## config.mk

```make
export PLATFORM = sky130hd
export DESIGN_NAME = branch_predictor
export DESIGN_NICKNAME = d
export VERILOG_FILES = /design/src/rtl/branch_predictor.sv
export SDC_FILE = /design/constraint.sdc
export NUM_CORES = 2
export LEC_CHECK = 0
export BUFFER_PORTS_ARGS = -buffer_cell sky130_fd_sc_hd__buf_2
export CORE_MARGIN = 8
export CORE_UTILIZATION = 51
export CTS_BUF_LIST = sky130_fd_sc_hd__clkbuf_4 sky130_fd_sc_hd__clkbuf_8
export DETAILED_ROUTE_END_ITERATION = 10
export GPL_ROUTABILITY_DRIVEN = 0
export MAX_ROUTING_LAYER = met4
export PLACE_DENSITY = 0.72
export SLEW_MARGIN = 5
export SYNTH_ARGS = -nofsm -noshare
export SYNTH_HDL_FRONTEND = slang
export SYNTH_SLANG_ARGS = --single-unit
```

## constraint.sdc

```tcl
create_clock -name clk -period 25.7 [get_ports clk]
set_input_delay 0 -clock clk [delete_from_list [all_inputs] [get_ports clk]]
set_output_delay 0 -clock clk [all_outputs]
set_load 0.005 [all_outputs]
```

## src/rtl/branch_predictor.sv

```systemverilog
// Direct-mapped BTB with 2-bit saturating counters; combinational lookup, edge-trained update.
// Optional statistics counters are built only when BP_STATS_EN is defined.
module branch_predictor #(
  parameter int PC_W  = 32,
  parameter int IDX_W = 4,
  parameter int TAG_W = 8
) (
  input  logic            clk,
  input  logic            reset,
  input  logic            flush,
  input  logic [PC_W-1:0] if_pc,
  output logic            pred_taken,
  output logic [PC_W-1:0] pred_target,
  input  logic            upd_valid,
  input  logic            upd_is_branch,
  input  logic [PC_W-1:0] upd_pc,
  input  logic            upd_taken,
  input  logic [PC_W-1:0] upd_target,
  input  logic            upd_pred_taken,
  input  logic [PC_W-1:0] upd_pred_target,
  output logic            mispredict,
  output logic [PC_W-1:0] redirect_pc,
  output logic [31:0]     stat_branches,
  output logic [31:0]     stat_mispred
);

  localparam int ENTRIES = 1 << IDX_W;
  localparam logic [PC_W-1:0] PC_STEP = PC_W'(32'd4);

  logic [ENTRIES-1:0] valid_r;
  logic [TAG_W-1:0]   tag_r    [ENTRIES];
  logic [PC_W-1:0]    target_r [ENTRIES];
  logic [1:0]         ctr_r    [ENTRIES];

  logic [IDX_W-1:0] lk_idx_s;
  logic [TAG_W-1:0] lk_tag_s;
  logic             lk_hit_s;
  logic [IDX_W-1:0] up_idx_s;
  logic [TAG_W-1:0] up_tag_s;
  logic             up_hit_s;
  logic             upd_en_s;
  logic             alias_inv_s;
  logic             eff_taken_s;
  logic [1:0]       ctr_next_s;

  // Fetch-side lookup against the current table contents
  always_comb begin
    lk_idx_s   = if_pc[IDX_W+1:2];
    lk_tag_s   = if_pc[IDX_W+TAG_W+1:IDX_W+2];
    lk_hit_s   = valid_r[lk_idx_s] && (tag_r[lk_idx_s] == lk_tag_s);
    pred_taken = lk_hit_s && ctr_r[lk_idx_s][1];
    if (pred_taken) begin
      pred_target = target_r[lk_idx_s];
    end else begin
      pred_target = if_pc + PC_STEP;
    end
  end

  // Resolution side: mispredict detection, redirect address and counter step
  always_comb begin
    up_idx_s    = upd_pc[IDX_W+1:2];
    up_tag_s    = upd_pc[IDX_W+TAG_W+1:IDX_W+2];
    up_hit_s    = valid_r[up_idx_s] && (tag_r[up_idx_s] == up_tag_s);
    upd_en_s    = upd_valid && upd_is_branch;
    alias_inv_s = upd_valid && !upd_is_branch && upd_pred_taken;
    eff_taken_s = upd_is_branch && upd_taken;
    mispredict  = upd_valid && ((upd_pred_taken != eff_taken_s) ||
                                (eff_taken_s && (upd_pred_target != upd_target)));
    if (eff_taken_s) begin
      redirect_pc = upd_target;
    end else begin
      redirect_pc = upd_pc + PC_STEP;
    end
    if (upd_taken) begin
      if (ctr_r[up_idx_s] == 2'b11) begin
        ctr_next_s = 2'b11;
      end else begin
        ctr_next_s = ctr_r[up_idx_s] + 2'b01;
      end
    end else begin
      if (ctr_r[up_idx_s] == 2'b00) begin
        ctr_next_s = 2'b00;
      end else begin
        ctr_next_s = ctr_r[up_idx_s] - 2'b01;
      end
    end
  end

  // Table storage; flush is applied last so it overrides any valid bit written this edge
  always_ff @(posedge clk or posedge reset) begin
    if (reset) begin
      valid_r <= '0;
      for (int i = 0; i < ENTRIES; i++) begin
        tag_r[i]    <= '0;
        target_r[i] <= '0;
        ctr_r[i]    <= 2'b01;
      end
    end else begin
      if (upd_en_s) begin
        if (up_hit_s) begin
          ctr_r[up_idx_s] <= ctr_next_s;
          if (upd_taken) begin
            target_r[up_idx_s] <= upd_target;
          end
        end else if (upd_taken) begin
          valid_r[up_idx_s]  <= 1'b1;
          tag_r[up_idx_s]    <= up_tag_s;
          target_r[up_idx_s] <= upd_target;
          ctr_r[up_idx_s]    <= 2'b10;
        end
      end else if (alias_inv_s) begin
        valid_r[up_idx_s] <= 1'b0;
      end
      if (flush) begin
        valid_r <= '0;
      end
    end
  end

`ifdef BP_STATS_EN
  logic [31:0] branches_r;
  logic [31:0] mispred_r;

  // Saturating event counters, cleared only by reset
  always_ff @(posedge clk or posedge reset) begin
    if (reset) begin
      branches_r <= 32'd0;
      mispred_r  <= 32'd0;
    end else begin
      if (upd_en_s && (branches_r != 32'hFFFF_FFFF)) begin
        branches_r <= branches_r + 32'd1;
      end
      if (mispredict && (mispred_r != 32'hFFFF_FFFF)) begin
        mispred_r <= mispred_r + 32'd1;
      end
    end
  end

  assign stat_branches = branches_r;
  assign stat_mispred  = mispred_r;
`else
  assign stat_branches = 32'd0;
  assign stat_mispred  = 32'd0;
`endif

endmodule

```

Yosys cells after proc, flatten, opt, wreduce, memory -nomap -nowiden
Index checks and enable logic that the tools add are counted.
- register bits after elaboration: 688
- bits of input ports: 135
- output and inout bits: 130
- logic and storage cells: 137
- multiplexer cells: 42
- equal/unequal tests: 7
- $lt $le $gt $ge: 6
- reductions and logical operators: 20
- bitwise logic cells: 9
- $add $sub $neg: 4
- operators by type and width (operator ; count):
    $bwmux 512 ; 1
    $mux 32 ; 7
    $bmux 32 s4 ; 1
    $bwmux 128 ; 1
    $demux 32 s4 ; 1
    $mux 16 ; 5
    $add 32x3->32 const B ; 2
    $bmux 8 s4 ; 2
    $mux 8 ; 5
    $and 16x16->16 ; 2
    $bwmux 32 ; 1
    $demux 8 s4 ; 1
    $ne 32x32->1 ; 1
    $not 16->16 ; 2
    $or 16x16->16 ; 2
    $bmux 2 s4 ; 2
    $eq 8x8->1 ; 2
    $mux 2 ; 8
    $logic_and 1x1->1 ; 11
    $ge 5x5->1 const B ; 2
    $lt 4x5->1 const B ; 2
    $not 4->5 ; 2
    $bmux 1 s4 ; 2
    $demux 2 s4 ; 1
    17 further kinds ; 22

Logic depth before layout (Yosys ltp)
- depth in word-level cells: 9
- mapped depth: 13
- depth with buffers taken out: 8

Worst setup path after synthesis
Ideal clock, no wire load.
- path kind: reg2reg
- from: register tag_r[65] in the netlist's numbering
- to: register tag_r[88] in the netlist's numbering
- cell stages (with the launch flop): 10
- arrival time: 2.572 ns
- path slack: 23.003 ns
- required time: 25.575 ns
- period minus slack after synthesis: 2.697 ns
- buffers on the path: 2
- setup time: 0.125 ns
- path through: dfrtp_1 > mux4_2 > mux2_2 > nor3_1 > nor4b_4 > and3_1 > buf_4 > buf_6 > a21boi_4 > mux2_4
- word-level cells in the longest chain between the ends: 7
- RTL lines (element ; line ; text):
    start: declaration ; 31 ; logic [TAG_W-1:0] tag_r [ENTRIES];
    start signal: indexed assignment ; 107 ; tag_r[up_idx_s] <= up_tag_s;
    $bmux 8 s4 ; 63 ; up_hit_s = valid_r[up_idx_s] && (tag_r[up_idx_s] == up_tag_s);
    $mux 8 (not written as such) (2 in a row) ; 63 ;
    $eq 8x8->1 ; 63 ;
    $logic_and 1x1->1 ; 63 ;
    $not 1->1 (no line) ; n/a ;
    $reduce_and 3->1 (no line) ; n/a ;
No other way between the ends. The select of a mux whose other input is x is not followed.
A chain may end at the register's enable or synchronous reset.

Worst setup path in the final report
- from: input port if_pc[3]
- to: output port pred_target[13]
- word-level cells in the longest chain between the ends: 8
- elaborated cells on any way between the ends: 17
- those cells by class: add/sub: 1; eq/ne: 1; mux: 12; bitwise: 1; reduce/logical: 2
- RTL lines (element ; line ; text):
    start: declaration ; 11 ; input logic [PC_W-1:0] if_pc,
    $not 4->5 (not written as such) ; 50, 51, 53 ;
    $bmux 8 s4 ; 50 ; lk_hit_s = valid_r[lk_idx_s] && (tag_r[lk_idx_s] == lk_tag_s);
    $mux 8 (not written as such) (2 in a row) ; 50 ;
    $eq 8x8->1 ; 50 ;
    $logic_and 1x1->1 ; 50 ;
    $logic_and 1x1->1 ; 51 ; pred_taken = lk_hit_s && ctr_r[lk_idx_s][1];
    $mux 32 (*) ; 52 ; if (pred_taken) begin
    end: declaration ; 13 ; output logic [PC_W-1:0] pred_target,
Mark *: on every way between the ends. The rest lies on a longest branch, timed or not. The select of a mux whose other input is x is not followed.

==> reports/qor.csv <==
metric;value;unit
syn_avg_cell_area;12.9;sq um
yosysUniqueCellTypes;60;
async_flop_share;100;%
wl_per_cell;26.8;microns
dp_hpwl;66100;microns
fin_crit_sh;15.1;%
p_int;2.02;mW
clk_latency;0.75;ns
drtIter0Drc;2404;
drive_gt1_share;43.9;%
io_pins;265;
synthCells;2776;
violations;antenna violations, negative hold slack;
fmax;257;MHz
muxShareOfSynthArea;33.7;%
status;finished, violations left;
cts_resized;0;
nets;3067;
htreeDepth;3;
grt_max_degree;187;
start_kind;primary input;
cp-end-kind;output port;
cts_buffer_depth;3;
vdd_ir_drop_max;42.8;uV
synth_area_leader_cell;dfrtp_1;
yosys_warnings;0;
die_area;79200;sq um
hold_violations;16;
rsz0062_at_grt;false;
worstPathArrival;3.89;ns
clk_pin_slew;0.06;ns
core_area;69900;sq um
die_h;281;microns
cts_made_buffers;113;
yosysTopAreaCellShare;46.8;%
grt_overflow_total;0;
layout_commonest_cell;dfrtp_1;
io_buffer_count;200;
fin_worst_skew;0.0471;ns
required;25.70;ns
switchingPower;734;uW
synth_top_family_by_area;multiplexers;
clkPwrFrac;36.7;%
layout_common_cells;672 x dfrtp_1, 566 x mux2_2, 411 x nand2_1;
final-instance-count-excl-fill;3960;
grt_pass1_wl;161000;microns
yosysSeqAreaShare;48.0;%
antenna_left;1;
synth_area_leaders;dfrtp_1 47%, mux2_2 18%, mux4_2 15%;
min_path_type;primary input to async pin;
pwr-share-seq;47.4;%
p_leak;18.3;nW
synth_compound_area_share;3.94;%
critical_path_class;primary input to output port;
syn_area;35900;sq um
multi_input_area;17500;sq um
synth-simple-area-share;6.92;%
initial_core_util;51.4;%
cap_violations;0;
cts_hold_buf;44;
finalSetupViolations;0;
regArea;17200;sq um
viasPerCell;6.22;
synth_seq_cells;688;
final_area;40200;sq um
critPathMaxFanout;76;
grt_pass1_vias;26200;
fin_util;57.4;%
grt_use_total;27.5;%
cts_setup_buffers;0;
pwr-share-comb;15.8;%
powerDensity;68.6;nW/um^2
routed_wl;106000;microns
fin_crit;3.89;ns
dpl.cell_count;3708;
power.share.switching;26.6;%
fin_hold_ws;-0.0619;ns
cts_tree;done;
fp-row-count;97;
fillers;5588;
ys.flop_type;dfrtp_1;
antenna_found_initial;4;
tightest_slew;1.19;ns
synth_enable_flop_cells;0;
clock-sinks;688;
cts_root_buf;clkbuf_8;
finalSetupTns;0;ns
finalMaxSlewViolations;0;
placed_cell_area;37300;sq um
synthToLayoutAreaGrowth;11.8;%
drt_pass1_iterations;6;
dieWidth;281;microns
synth-adder-area-share;0.230;%
vias;24600;
drc;0;
maxSlewHeadroom;20.9;%
synth_xor_area_share;2.68;%
==> registers in the layout, summed over array words and instances (netlist names) <==
register	cells
valid_r	16
target_r	512
ctr_r	32
tag_r	128
==> per-stage QoR <==
| step | power (mW) | setup WS, ns |
|---|---|---|
| after global placement | 1.72 | 21.73 |
| after global routing | 2.86 | 21.61 |
| after CTS | 2.76 | 21.74 |
| after floorplan | 1.63 | 6.44 |
| after detailed placement | 1.75 | 21.74 |
| final | 2.76 | 21.81 |
==> per-layer routing <==
layer | track usage (%) | wire (microns) | vias up
met5 | - | 0 | -
met2 | 43.3 | 51100 | 1213
met4 | 11.9 | 4580 | 0
met3 | 5.47 | 8730 | 283
met1 | 34.8 | 41800 | 13000
li1 | - | - | 10200
==> cell usage after synthesis (7+ instances only) <==
cell / number
o31a_1: 16
nor2_1: 66
nand3_1: 44
o21ai_0: 90
and3_1: 9
o211ai_1: 10
xor2_1: 62
nor4_1: 10
nor3_1: 9
mux4_2: 237
buf_6: 8
buf_4: 70
nand2_1: 414
nand2b_1: 8
dfstp_2: 16
a21oi_2: 7
inv_1: 17
buf_1: 29
a21oi_1: 24
mux2i_1: 29
mux2_2: 566
clkbuf_1: 182
mux2_4: 8
buf_2: 22
xnor2_1: 48
a311o_1: 15
nand4_1: 15
o21ai_1: 10
dfrtp_1: 672
a21boi_4: 7
==> power by group through the flow <==
| stage | registers (mW) | clock network (mW) | logic (mW) |
|---|---|---|---|
| after detailed placement | 1.32 | 0 | 0.429 |
| final | 1.31 | 1.01 | 0.436 |
| after global routing | 1.32 | 1.07 | 0.469 |
| after CTS | 1.30 | 1.02 | 0.436 |
| after floorplan | 1.29 | 0 | 0.334 |
| after global placement | 1.31 | 0 | 0.412 |
==> worst paths after layout <==
kind / from / endpoint / cells after the start / slack (ns)
max: if_pc[3] / pred_target[13] / 7 / 21.81
min: reset / target_r[167] / 3 / -0.06
max reg2reg: tag_r[13] / tag_r[96] / 8 / 22.30
min reg2reg: target_r[450] / target_r[450] / 2 / 0.48
max in group asynchronous: reset / target_r[59] / 6 / 22.54
min in group clk: upd_is_branch / ctr_r[0] / 4 / 0.08
==> cells by family (layout without fill, tap and decap cells) <==
family | Yosys count | in the layout
AOI/OAI and AO/OA | 205 | 205
xor gates and xnor gates | 110 | 110
adders and majority gates | 7 | 7
buffers and inverters | 332 | 505
DFF | 688 | 688
muxes | 840 | 840
other | 1 | 72
and+or+nand+nor | 593 | 593
==> final cells by class <==
cell class	count	area share (%)
clock buffer	181	5.49
inverter	17	0.178
tap	940	2.93
clock inverter	19	0.467
multi-input combinational	1819	43.5
sequential	688	42.9
antenna	8	0.0499
timing repair buffer	288	4.50
==> critical path: stages <==
cell and delay [ns]:
clkbuf_8 0.66, buf_4 0.79, buf_4 0.77, mux4_2 0.61, mux4_2 0.52, mux2_2 0.29
buf_2 0.13
(Power assumes the default switching activity.)
